**src/rtl/ft_usb_pkg.sv**
```systemverilog
// Shared FT232H USB constants: byte width, output queue depth and the TX state encoding.
package ft_usb_pkg;

  localparam int unsigned FT_BYTE_W      = 8;
  localparam int unsigned FT_QUEUE_DEPTH = 3;
  localparam int unsigned FT_QCNT_W      = 2;
  localparam int unsigned FT_STAT_W      = 32;

  typedef logic [FT_BYTE_W-1:0] ft_byte_t;

  typedef enum logic [1:0] {
    ST_IDLE  = 2'd0,
    ST_SEND  = 2'd1,
    ST_FLUSH = 2'd2
  } tx_state_e;

endpackage

```
**src/rtl/tx_byte_queue.sv**
```systemverilog
// Three-entry circular byte queue; push and pop may occur in the same cycle.
module tx_byte_queue
  import ft_usb_pkg::*;
(
  input  logic                 clk_60m,
  input  logic                 rst_n,
  input  logic                 push,
  input  ft_byte_t             push_data,
  input  logic                 pop,
  output ft_byte_t             head_c,
  output ft_byte_t             head_after_pop_c,
  output logic [FT_QCNT_W-1:0] q_count
);

  localparam int unsigned PTR_W = 2;

  ft_byte_t         mem [FT_QUEUE_DEPTH];
  logic [PTR_W-1:0] rd_ptr;
  logic [PTR_W-1:0] wr_ptr;

  function automatic logic [PTR_W-1:0] ptr_inc(input logic [PTR_W-1:0] p);
    return (p == PTR_W'(FT_QUEUE_DEPTH - 1)) ? '0 : p + PTR_W'(1);
  endfunction

  // Pointer and occupancy update
  always_ff @(posedge clk_60m or negedge rst_n) begin
    if (!rst_n) begin
      rd_ptr  <= '0;
      wr_ptr  <= '0;
      q_count <= '0;
    end else begin
      if (push) wr_ptr <= ptr_inc(wr_ptr);
      if (pop)  rd_ptr <= ptr_inc(rd_ptr);
      q_count <= q_count + FT_QCNT_W'(push) - FT_QCNT_W'(pop);
    end
  end

  always_ff @(posedge clk_60m) begin
    if (push) mem[wr_ptr] <= push_data;
  end

  assign head_c = mem[rd_ptr];

  // Byte that becomes head if the current head pops; with one entry left it is the byte being pushed
  assign head_after_pop_c = (q_count > FT_QCNT_W'(1)) ? mem[ptr_inc(rd_ptr)] : push_data;

endmodule

```
**src/rtl/ft232h_sync_tx.sv**
```systemverilog
// FT232H 245-synchronous FIFO transmitter: FIFO reader, output queue, WR#/SIWU# FSM.
// Define FT_TX_STATS_EN to build the accepted-byte and stall-cycle counters.
module ft232h_sync_tx
  import ft_usb_pkg::*;
#(
  parameter int unsigned FLUSH_IDLE_CYCLES = 6000
) (
  input  logic                 clk_60m,
  input  logic                 rst_n,
  input  logic [FT_BYTE_W-1:0] fifo_data_in,
  input  logic                 fifo_empty,
  output logic                 fifo_rd_en,
  input  logic                 tx_enable,
  input  logic                 usb_txe_n,
  output logic                 usb_wr_n,
  output logic [FT_BYTE_W-1:0] usb_data_out,
  output logic                 usb_data_oe,
  output logic                 usb_siwu_n,
  output logic                 usb_rd_n,
  output logic                 usb_oe_n,
  output logic                 tx_busy,
  output logic [FT_STAT_W-1:0] tx_byte_cnt,
  output logic [FT_STAT_W-1:0] tx_stall_cnt
);

  localparam int unsigned IDLE_W = (FLUSH_IDLE_CYCLES > 1) ? $clog2(FLUSH_IDLE_CYCLES) : 1;
  localparam logic [IDLE_W-1:0] IDLE_MAX =
    IDLE_W'((FLUSH_IDLE_CYCLES == 0) ? 0 : FLUSH_IDLE_CYCLES - 1);
  localparam bit FLUSH_EN = (FLUSH_IDLE_CYCLES != 0);

  tx_state_e            state;
  tx_state_e            state_d;
  logic                 run_q;
  logic                 rd_pending;
  logic                 push;
  logic                 pop;
  logic                 accept;
  ft_byte_t             head_c;
  ft_byte_t             head_after_pop_c;
  logic [FT_QCNT_W-1:0] q_count;
  logic [FT_QCNT_W-1:0] q_count_nxt;
  logic [IDLE_W-1:0]    idle_cnt;
  logic                 dirty;
  logic                 wr_n_d;
  logic                 siwu_n_d;
  logic                 data_oe_d;
  ft_byte_t             data_d;

  assign accept      = ~usb_wr_n & ~usb_txe_n;
  assign push        = rd_pending;
  assign pop         = accept;
  assign q_count_nxt = q_count + FT_QCNT_W'(push) - FT_QCNT_W'(pop);

  // Read credit counts the in-flight byte so the queue can never overflow; run_q masks reads in reset
  assign fifo_rd_en = run_q & tx_enable & ~fifo_empty &
                      ((3'(q_count) + 3'(rd_pending)) < 3'(FT_QUEUE_DEPTH));

  assign usb_rd_n = 1'b1;
  assign usb_oe_n = 1'b1;

  tx_byte_queue u_queue (
    .clk_60m          (clk_60m),
    .rst_n            (rst_n),
    .push             (push),
    .push_data        (fifo_data_in),
    .pop              (pop),
    .head_c           (head_c),
    .head_after_pop_c (head_after_pop_c),
    .q_count          (q_count)
  );

  // State and bus output registers
  always_ff @(posedge clk_60m or negedge rst_n) begin
    if (!rst_n) begin
      state        <= ST_IDLE;
      usb_wr_n     <= 1'b1;
      usb_siwu_n   <= 1'b1;
      usb_data_out <= '0;
      usb_data_oe  <= 1'b0;
    end else begin
      state        <= state_d;
      usb_wr_n     <= wr_n_d;
      usb_siwu_n   <= siwu_n_d;
      usb_data_out <= data_d;
      usb_data_oe  <= data_oe_d;
    end
  end

  // Next state and next bus values; data only changes on an accept or on IDLE->SEND
  always_comb begin
    state_d   = state;
    wr_n_d    = usb_wr_n;
    siwu_n_d  = 1'b1;
    data_oe_d = usb_data_oe;
    data_d    = usb_data_out;
    case (state)
      ST_IDLE: begin
        wr_n_d    = 1'b1;
        data_oe_d = 1'b0;
        if (q_count != '0) begin
          state_d   = ST_SEND;
          wr_n_d    = 1'b0;
          data_oe_d = 1'b1;
          data_d    = head_c;
        end else if (FLUSH_EN && dirty && (idle_cnt == IDLE_MAX)) begin
          state_d  = ST_FLUSH;
          siwu_n_d = 1'b0;
        end
      end
      ST_SEND: begin
        wr_n_d    = 1'b0;
        data_oe_d = 1'b1;
        if (accept) begin
          if ((q_count == FT_QCNT_W'(1)) && !push) begin
            state_d   = ST_IDLE;
            wr_n_d    = 1'b1;
            data_oe_d = 1'b0;
          end else begin
            data_d = head_after_pop_c;
          end
        end
      end
      ST_FLUSH: begin
        wr_n_d    = 1'b1;
        data_oe_d = 1'b0;
        state_d   = ST_IDLE;
      end
      default: begin
        state_d   = ST_IDLE;
        wr_n_d    = 1'b1;
        data_oe_d = 1'b0;
      end
    endcase
  end

  // Read pipeline, idle timer, flush bookkeeping and busy flag
  always_ff @(posedge clk_60m or negedge rst_n) begin
    if (!rst_n) begin
      run_q      <= 1'b0;
      rd_pending <= 1'b0;
      idle_cnt   <= '0;
      dirty      <= 1'b0;
      tx_busy    <= 1'b0;
    end else begin
      run_q      <= 1'b1;
      rd_pending <= fifo_rd_en;
      tx_busy    <= (q_count_nxt != '0) | fifo_rd_en;
      if (accept || (q_count != '0)) begin
        idle_cnt <= '0;
      end else if (idle_cnt != IDLE_MAX) begin
        idle_cnt <= idle_cnt + IDLE_W'(1);
      end
      if (state == ST_FLUSH) begin
        dirty <= 1'b0;
      end else if (accept) begin
        dirty <= 1'b1;
      end
    end
  end

`ifdef FT_TX_STATS_EN
  logic                 stall;
  logic [FT_STAT_W-1:0] byte_cnt_q;
  logic [FT_STAT_W-1:0] stall_cnt_q;

  assign stall = ~usb_wr_n & usb_txe_n;

  always_ff @(posedge clk_60m or negedge rst_n) begin
    if (!rst_n) begin
      byte_cnt_q  <= '0;
      stall_cnt_q <= '0;
    end else begin
      if (accept) byte_cnt_q  <= byte_cnt_q + FT_STAT_W'(1);
      if (stall)  stall_cnt_q <= stall_cnt_q + FT_STAT_W'(1);
    end
  end

  assign tx_byte_cnt  = byte_cnt_q;
  assign tx_stall_cnt = stall_cnt_q;
`else
  assign tx_byte_cnt  = 32'd0;
  assign tx_stall_cnt = 32'd0;
`endif

endmodule

```
**config.mk**
```make
export PLATFORM = sky130hd
export DESIGN_NAME = ft232h_sync_tx
export DESIGN_NICKNAME = d
export VERILOG_FILES = /design/src/rtl/ft_usb_pkg.sv /design/src/rtl/tx_byte_queue.sv /design/src/rtl/ft232h_sync_tx.sv
export SDC_FILE = /design/constraint.sdc
export NUM_CORES = 1
export LEC_CHECK = 0
export CORE_ASPECT_RATIO = 0.5
export CORE_MARGIN = 8
export CORE_UTILIZATION = 45
export CTS_CLUSTER_SIZE = 24
export DETAILED_ROUTE_END_ITERATION = 12
export GPL_TIMING_DRIVEN = 1
export HOLD_SLACK_MARGIN = 0.02
export PLACE_DENSITY = 0.73
export SYNTH_ARGS = -nofsm -noshare
export SYNTH_HDL_FRONTEND = slang
export SYNTH_SLANG_ARGS = --single-unit
```
**constraint.sdc**
```tcl
create_clock -name clk_60m -period 2.65 [get_ports clk_60m]
set_clock_uncertainty 0.15 [all_clocks]
set_input_delay 0.265 -clock clk_60m [delete_from_list [all_inputs] [get_ports clk_60m]]
set_output_delay 0.265 -clock clk_60m [all_outputs]
set_load 0.1 [all_outputs]
```
---- Word-level counts from Yosys, hierarchy flattened ----
Memories as Yosys holds them, arrays and structs flattened.
Cells that the tools add are included.
operators by class
  $add $sub $neg .......................... 6
  reductions and logical operators ........ 12
  magnitude comparators ................... 2
  bitwise operators ....................... 8
  shift-type cells ........................ 0
  multiplexer cells ....................... 29
  multiply operators ...................... 0
  equality and inequality tests ........... 12
  div/mod/pow operators ................... 0
operators with widths
  kind                     count
  $mux W8                  4
  $mux W13                 2
  $pmux W8 S2              1
  $add A13 B1 Y13 const B  1
  $eq A13 B13 Y1 const B   1
  $mux W1                  13
  $ne A13 B13 Y1 const B   1
  $mux W2                  6
  $reduce_bool A2 Y1       5
  $ne A2 B2 Y1 const B     4
  $eq A2 B2 Y1 const B     3
  $add A2 B1 Y2 const B    2
  $and A1 B1 Y1            4
  $eq A2 B1 Y1 const B     2
  $pmux W1 S2              2
  $pmux W2 S2              1
  $reduce_and A4 Y1        1
  $add A2 B1 Y3            1
  $lt A3 B2 Y1 const B     1
  $ne A3 B3 Y1 const B     1
  $not A1 Y1               3
  $reduce_and A3 Y1        1
  $add A2 B1 Y2            1
  $gt A2 B1 Y1 const B     1
  other kinds (6)          7
word-level totals
  bits in latches ......................... 0
  register bits after elaboration ......... 36
  input port bits ......................... 13
  logic and storage cells ................. 83
  bits in read-only memories .............. 0
  RAM bits ................................ 24
  memories kept ........................... 1
  output and inout bits ................... 79
memories
  memory       depth  bits a word  read ports  clocked after memory_dff  write ports  RTL line             source
  u_queue.mem  3      8            2           0                         1            tx_byte_queue.sv:17  ft_byte_t mem [FT_QUEUE_DEPTH];

---- Depth between registers and ports, before layout ----
An unclocked memory read counts as a cell.
  word-level depth ........................ 7
  mapped depth ............................ 9
  mapped depth without buffers ............ 8

---- Hierarchy ----
Synthesis repeated with hierarchy kept, for this count alone.
second synthesis, totals
  cell total of the unflattened synthesis .. 316
  area, all modules ....................... 3585.9 um^2
modules (own cells, without submodules)
  module          area each (um^2)  seq. area each (um^2)  cells an instance  instances
  ft232h_sync_tx  2090.8            753.2                  205                1
  tx_byte_queue   1495.2            870.8                  111                1

---- Least setup slack after synthesis ----
OpenSTA, ideal clock, no wires.
  path type ............................... reg2reg
  start point ............................. register rd_pending (netlist: push)
  end point ............................... register rd_pending (netlist: push)
  required time ........................... 1887 ps
  clock period less this slack ............ 6512 ps
  data arrival time ....................... 5749 ps
  path buffers ............................ 0
  setup time .............................. 613 ps
  setup slack ............................. -3862 ps
  cell stages (with the launch flop) ...... 4
  cells stage by stage .................... dfrtp_1 ha_1 ha_1 a2111oi_0
on the way
  word-level cells in the longest chain between the ends .. 3
ends and longest elaborated chain
  item                      RTL line               source
  start: declaration        ft232h_sync_tx.sv:34   logic rd_pending;
  start signal: assignment  ft232h_sync_tx.sv:146  rd_pending <= fifo_rd_en;
  $add A2 B1 Y3             ft232h_sync_tx.sv:56   ((3'(q_count) + 3'(rd_pending)) < 3'(FT_QUEUE_DEPTH));
  $lt A3 B2 Y1              ft232h_sync_tx.sv:56
  $and A1 B1 Y1             ft232h_sync_tx.sv:55   assign fifo_rd_en = run_q & tx_enable & ~fifo_empty &
  via fifo_rd_en            ft232h_sync_tx.sv:12   output logic fifo_rd_en,
The timed path passes the listed nets, and every way through them passes these cells.
A chain may end at the register's enable or synchronous reset.

---- Worst setup path after layout ----
  start point ............................. register rd_pending (netlist: push)
  end point ............................... output fifo_rd_en
on the way
  word-level cells in the longest chain between the ends .. 3
ends and longest elaborated chain
  item              RTL line
  $add A2 B1 Y3     ft232h_sync_tx.sv:56
  $lt A3 B2 Y1      ft232h_sync_tx.sv:56
  $and A1 B1 Y1     ft232h_sync_tx.sv:55
  end: declaration  ft232h_sync_tx.sv:12
No other way between the ends.

==> impl_summary.md <==
Setup path
For the worst setup path, the data required time is 2240 ps. In this run the register-to-register setup slack is 540 ps. In this run the critical register-to-register path is captured at tx_busy. Of all nets on the critical path, the largest fanout is 6.

STA classifies the critical path startpoint as a register. The critical path is of the reg2out type. The worst path arrival time is 2020 ps.

In this run the critical register-to-register path is launched from usb_wr_n. The worst setup path is captured at an output port. The logic depth of the worst register-to-register path is 8.

Finish
The post-layout net count is 380. The relative area change from synthesis to final layout is 12.0%. With fillers left out, the area of the finished cells amounts to 3840 µm². The share of final-layout standard cells stronger than drive strength 1 is 16.3%.

The number of antenna diodes in the final layout is 0. The fill cell instance count of the final layout is 627. In the layout the commonest cells are sky130_fd_sc_hd__conb_1 (67), sky130_fd_sc_hd__dfrtp_1 (34), sky130_fd_sc_hd__nor2_1 (28), sky130_fd_sc_hd__nand2_1 (25), sky130_fd_sc_hd__edfxtp_1 (24). The finished layout holds 463 standard cells, fillers aside. Leaving out fill and tap cells, the most frequent cell in the layout is sky130_fd_sc_hd__conb_1.

Die
The floorplan has 22 rows. In this run the horizontal extent of the chip is 139 µm. The count of pins on the block boundary is 92.

The initial utilization of the core area, before any placement, comes to 46.6%. The placeable core area is 7350 µm². The die covers 10,800 µm². The vertical die dimension is 77.7 µm.

Drt
The number of search-and-repair iterations in the first detailed-routing pass is 4. The mean number of vias per cell is 4.97. The detailed-route wire length is 6950 µm. After detailed routing, the average wire length per cell comes to 15.0 µm. The number of remaining DRC errors is 0. Summing over every cut layer, the via total after detailed routing is 2,300. The first routing iteration left 105 violations. In this run the remaining antenna-violating nets after routing total 0.

Clocking
The clock net in this run drives a total of 60 sinks. The number of setup buffers added after CTS is 0. The clock root buffer master is sky130_fd_sc_hd__clkbuf_16. TritonCTS built the clock tree. The clock slew seen by the registers of the worst setup and hold paths is 50 ps. The maximum count of clock buffers along a single path is 2. In this run, post-CTS repair resized a total of 0 instances. The maximum level of the CTS H-tree is 3. The insertion delay of the later-clocked pin in the worst-skew pair is 320 ps. TritonCTS created 9 clock buffers.

Place
After detailed placement, the design holds a cell count of 446. Buffers placed on the I/O ports in this run total 25. The cell area reported after detailed placement is 3540 µm².

The congestion estimate from routability-driven global placement came to 0.799. The detailed placer's ending HPWL is 4960 µm.

GRT
The number of antenna violations at the first check in global routing is 0. The global-route wire length before repair is 11,700 µm. The via count of the first global-routing pass came to 2,483. Entering global routing, the biggest net connects 37 pins. The total congestion overflow is 0. The overall fraction of global-route tracks in use is 13.3%.

STA
The max-slew violation count is 0. For the final routed database, the setup TNS stands at 0 ps. The relative max-transition margin is 45.6%. For the pin with the worst max-slew slack, the measured transition is 816 ps. The worst-case hold slack is 338 ps. The count of final setup violators is 0.

The final critical path time including I/O delays and setup is 2440 ps. The part of the cycle the worst path needs is 91.9%. The count of final hold-check violations came to 0.

Setup repair after global routing left no endpoint under its margin. Based on the critical path, the design can be clocked at up to 0.411 GHz.

Min path
The startpoint identified for the worst hold timing path is dirty. The cell depth of the worst min-delay path is 1. The type of the worst min-delay path is reg2reg.

The path with the worst hold slack has its endpoint at usb_siwu_n.

Pwr
The cell area power density is 1210 nW/µm². Summed over all cells, the static leakage comes to 1.66 nW. The maximum vdd drop is 391 µV.

Logic synthesis
Yosys printed 0 warnings. After synthesis, the cell types taking the most area are sky130_fd_sc_hd__dfrtp_1 (25%), sky130_fd_sc_hd__edfxtp_1 (21%), sky130_fd_sc_hd__buf_4 (15%). The mean instance size in the synthesized netlist is 10.4 µm². Synthesis handed over a netlist of 328 instances. The post-synthesis instance area is 3430 µm².

Of the post-synthesis cell area, the dominant cell type holds 24.8%. The synthesized netlist contains 47 unique library cells. Synthesis inferred 60 register bits. The biggest area contributor in the post-synthesis netlist is sky130_fd_sc_hd__dfrtp_1.

The post-synthesis sequential area ratio is 47.4%.

Run status
The flow ran to the end, and the final reports show no timing, DRC or antenna violations.

Run
Across the run, the number of max-cap violations was 0.
[worst max-delay path, stage by stage (launching register included)]
cell,delay [ps]
sky130_fd_sc_hd__dfrtp_1,440
sky130_fd_sc_hd__ha_1,250
sky130_fd_sc_hd__ha_1,310
sky130_fd_sc_hd__a2111oi_4,470
sky130_fd_sc_hd__buf_12,230
[layer usage]
metal	track usage (%)	wire length (µm)	vias to the layer above	share of wire (%)
met1	12.5	2420	1118	35
met3	6.41	761	15	11
met5	0	0	-	0
met2	24.1	3630	111	52
met4	7.06	144	0	2.1
li1	-	-	1056	-
[kinds of logic (layout without fill, tap and decap cells)]
group,Yosys count,after routing,share of synthesized area (%)
compound gates,42,42,8.98
xor+xnor,11,11,2.81
fa+ha+maj,5,5,1.83
buf+inv,86,60,17.4
flops,60,60,47.4
mux,17,17,5.26
other cells,2,67,0.219
simple gates,105,105,16.1
[where the power goes]
| group | internal, W | total (W) | switching [W] |
|---|---|---|---|
| clock network | 0.000704 | 0.00107 | 0.000369 |
| registers | 0.00114 | 0.00134 | 0.000191 |
| logic | 0.000606 | 0.00222 | 0.00161 |
| total | 0.00245 | 0.00463 | 0.00217 |
[area by class of cell]
| cell class | instances | area, µm² | share of cell area (%) |
|---|---|---|---|
| Sequential cell | 60 | 1620 | 42.3 |
| Multi-Input combinational cell | 247 | 1470 | 38.3 |
| Timing Repair Buffer | 36 | 310 | 8.08 |
| Clock buffer | 14 | 274 | 7.14 |
| Tap cell | 96 | 120 | 3.13 |
| Inverter | 8 | 30.0 | 0.782 |
| Clock inverter | 2 | 10.0 | 0.261 |
[cell usage after synthesis (all sizes together)]
master / count
conb: 2
o211ai: 8
a21o: 11
or3: 3
o21ai: 9
mux2: 8
nor4: 2
and3: 2
dfrtp: 34
xor2: 3
and2: 1
and4: 1
clkbuf: 3
nand3: 6
a21oi: 3
dfstp: 2
nor3: 6
buf: 75
or4b: 1
nand4b: 1
a2111oi: 1
ha: 5
nor3b: 2
nand4bb: 1
nor2: 29
nor2b: 1
edfxtp: 24
inv: 8
or2: 3
a31oi: 9
nand2: 25
xnor2: 8
nand4: 4
mux2i: 9
nand2b: 17
o32ai: 1
[how the worst max path moves through the flow]
stage                         start         end  slack [ps]  depth (start not counted)
final                          push  fifo_rd_en         210                          4
after global routing           push  fifo_rd_en         150                          4
after CTS                      push  fifo_rd_en         200                          4
after detailed placement  usb_txe_n     tx_busy         310                          9
after global placement    usb_txe_n     tx_busy         390                          9
after floorplan                push     tx_busy          50                          4
[stage by stage]
stage / worst slack, ps / power (W) / utilization [%]
after floorplan: 51.6 / 0.00323 / -
after global placement: 395 / 0.00348 / 48.2
after detailed placement: 312 / 0.00357 / 48.2
after CTS: 198 / 0.00466 / 52.2
after global routing: 151 / 0.00485 / 52.2
final: 215 / 0.00463 / 52.2
[flip-flops by register name (all words and copies together), names as in the netlist]
register and cells:
idle_cnt 13, state 2, u_queue.rd_ptr 2, usb_siwu_n 1, dirty 1, u_queue.q_count 2, tx_busy 1, u_queue.mem 24
usb_data_oe 1, run_q 1, u_queue.wr_ptr 2, push 1, usb_wr_n 1, usb_data_out 8
[timing repair]
item	in CTS	in global routing
hold buffers	1	0
setup endpoints to repair	0	0
hold endpoints to repair	34	0
No activity file was read; power rests on OpenSTA's default activity.
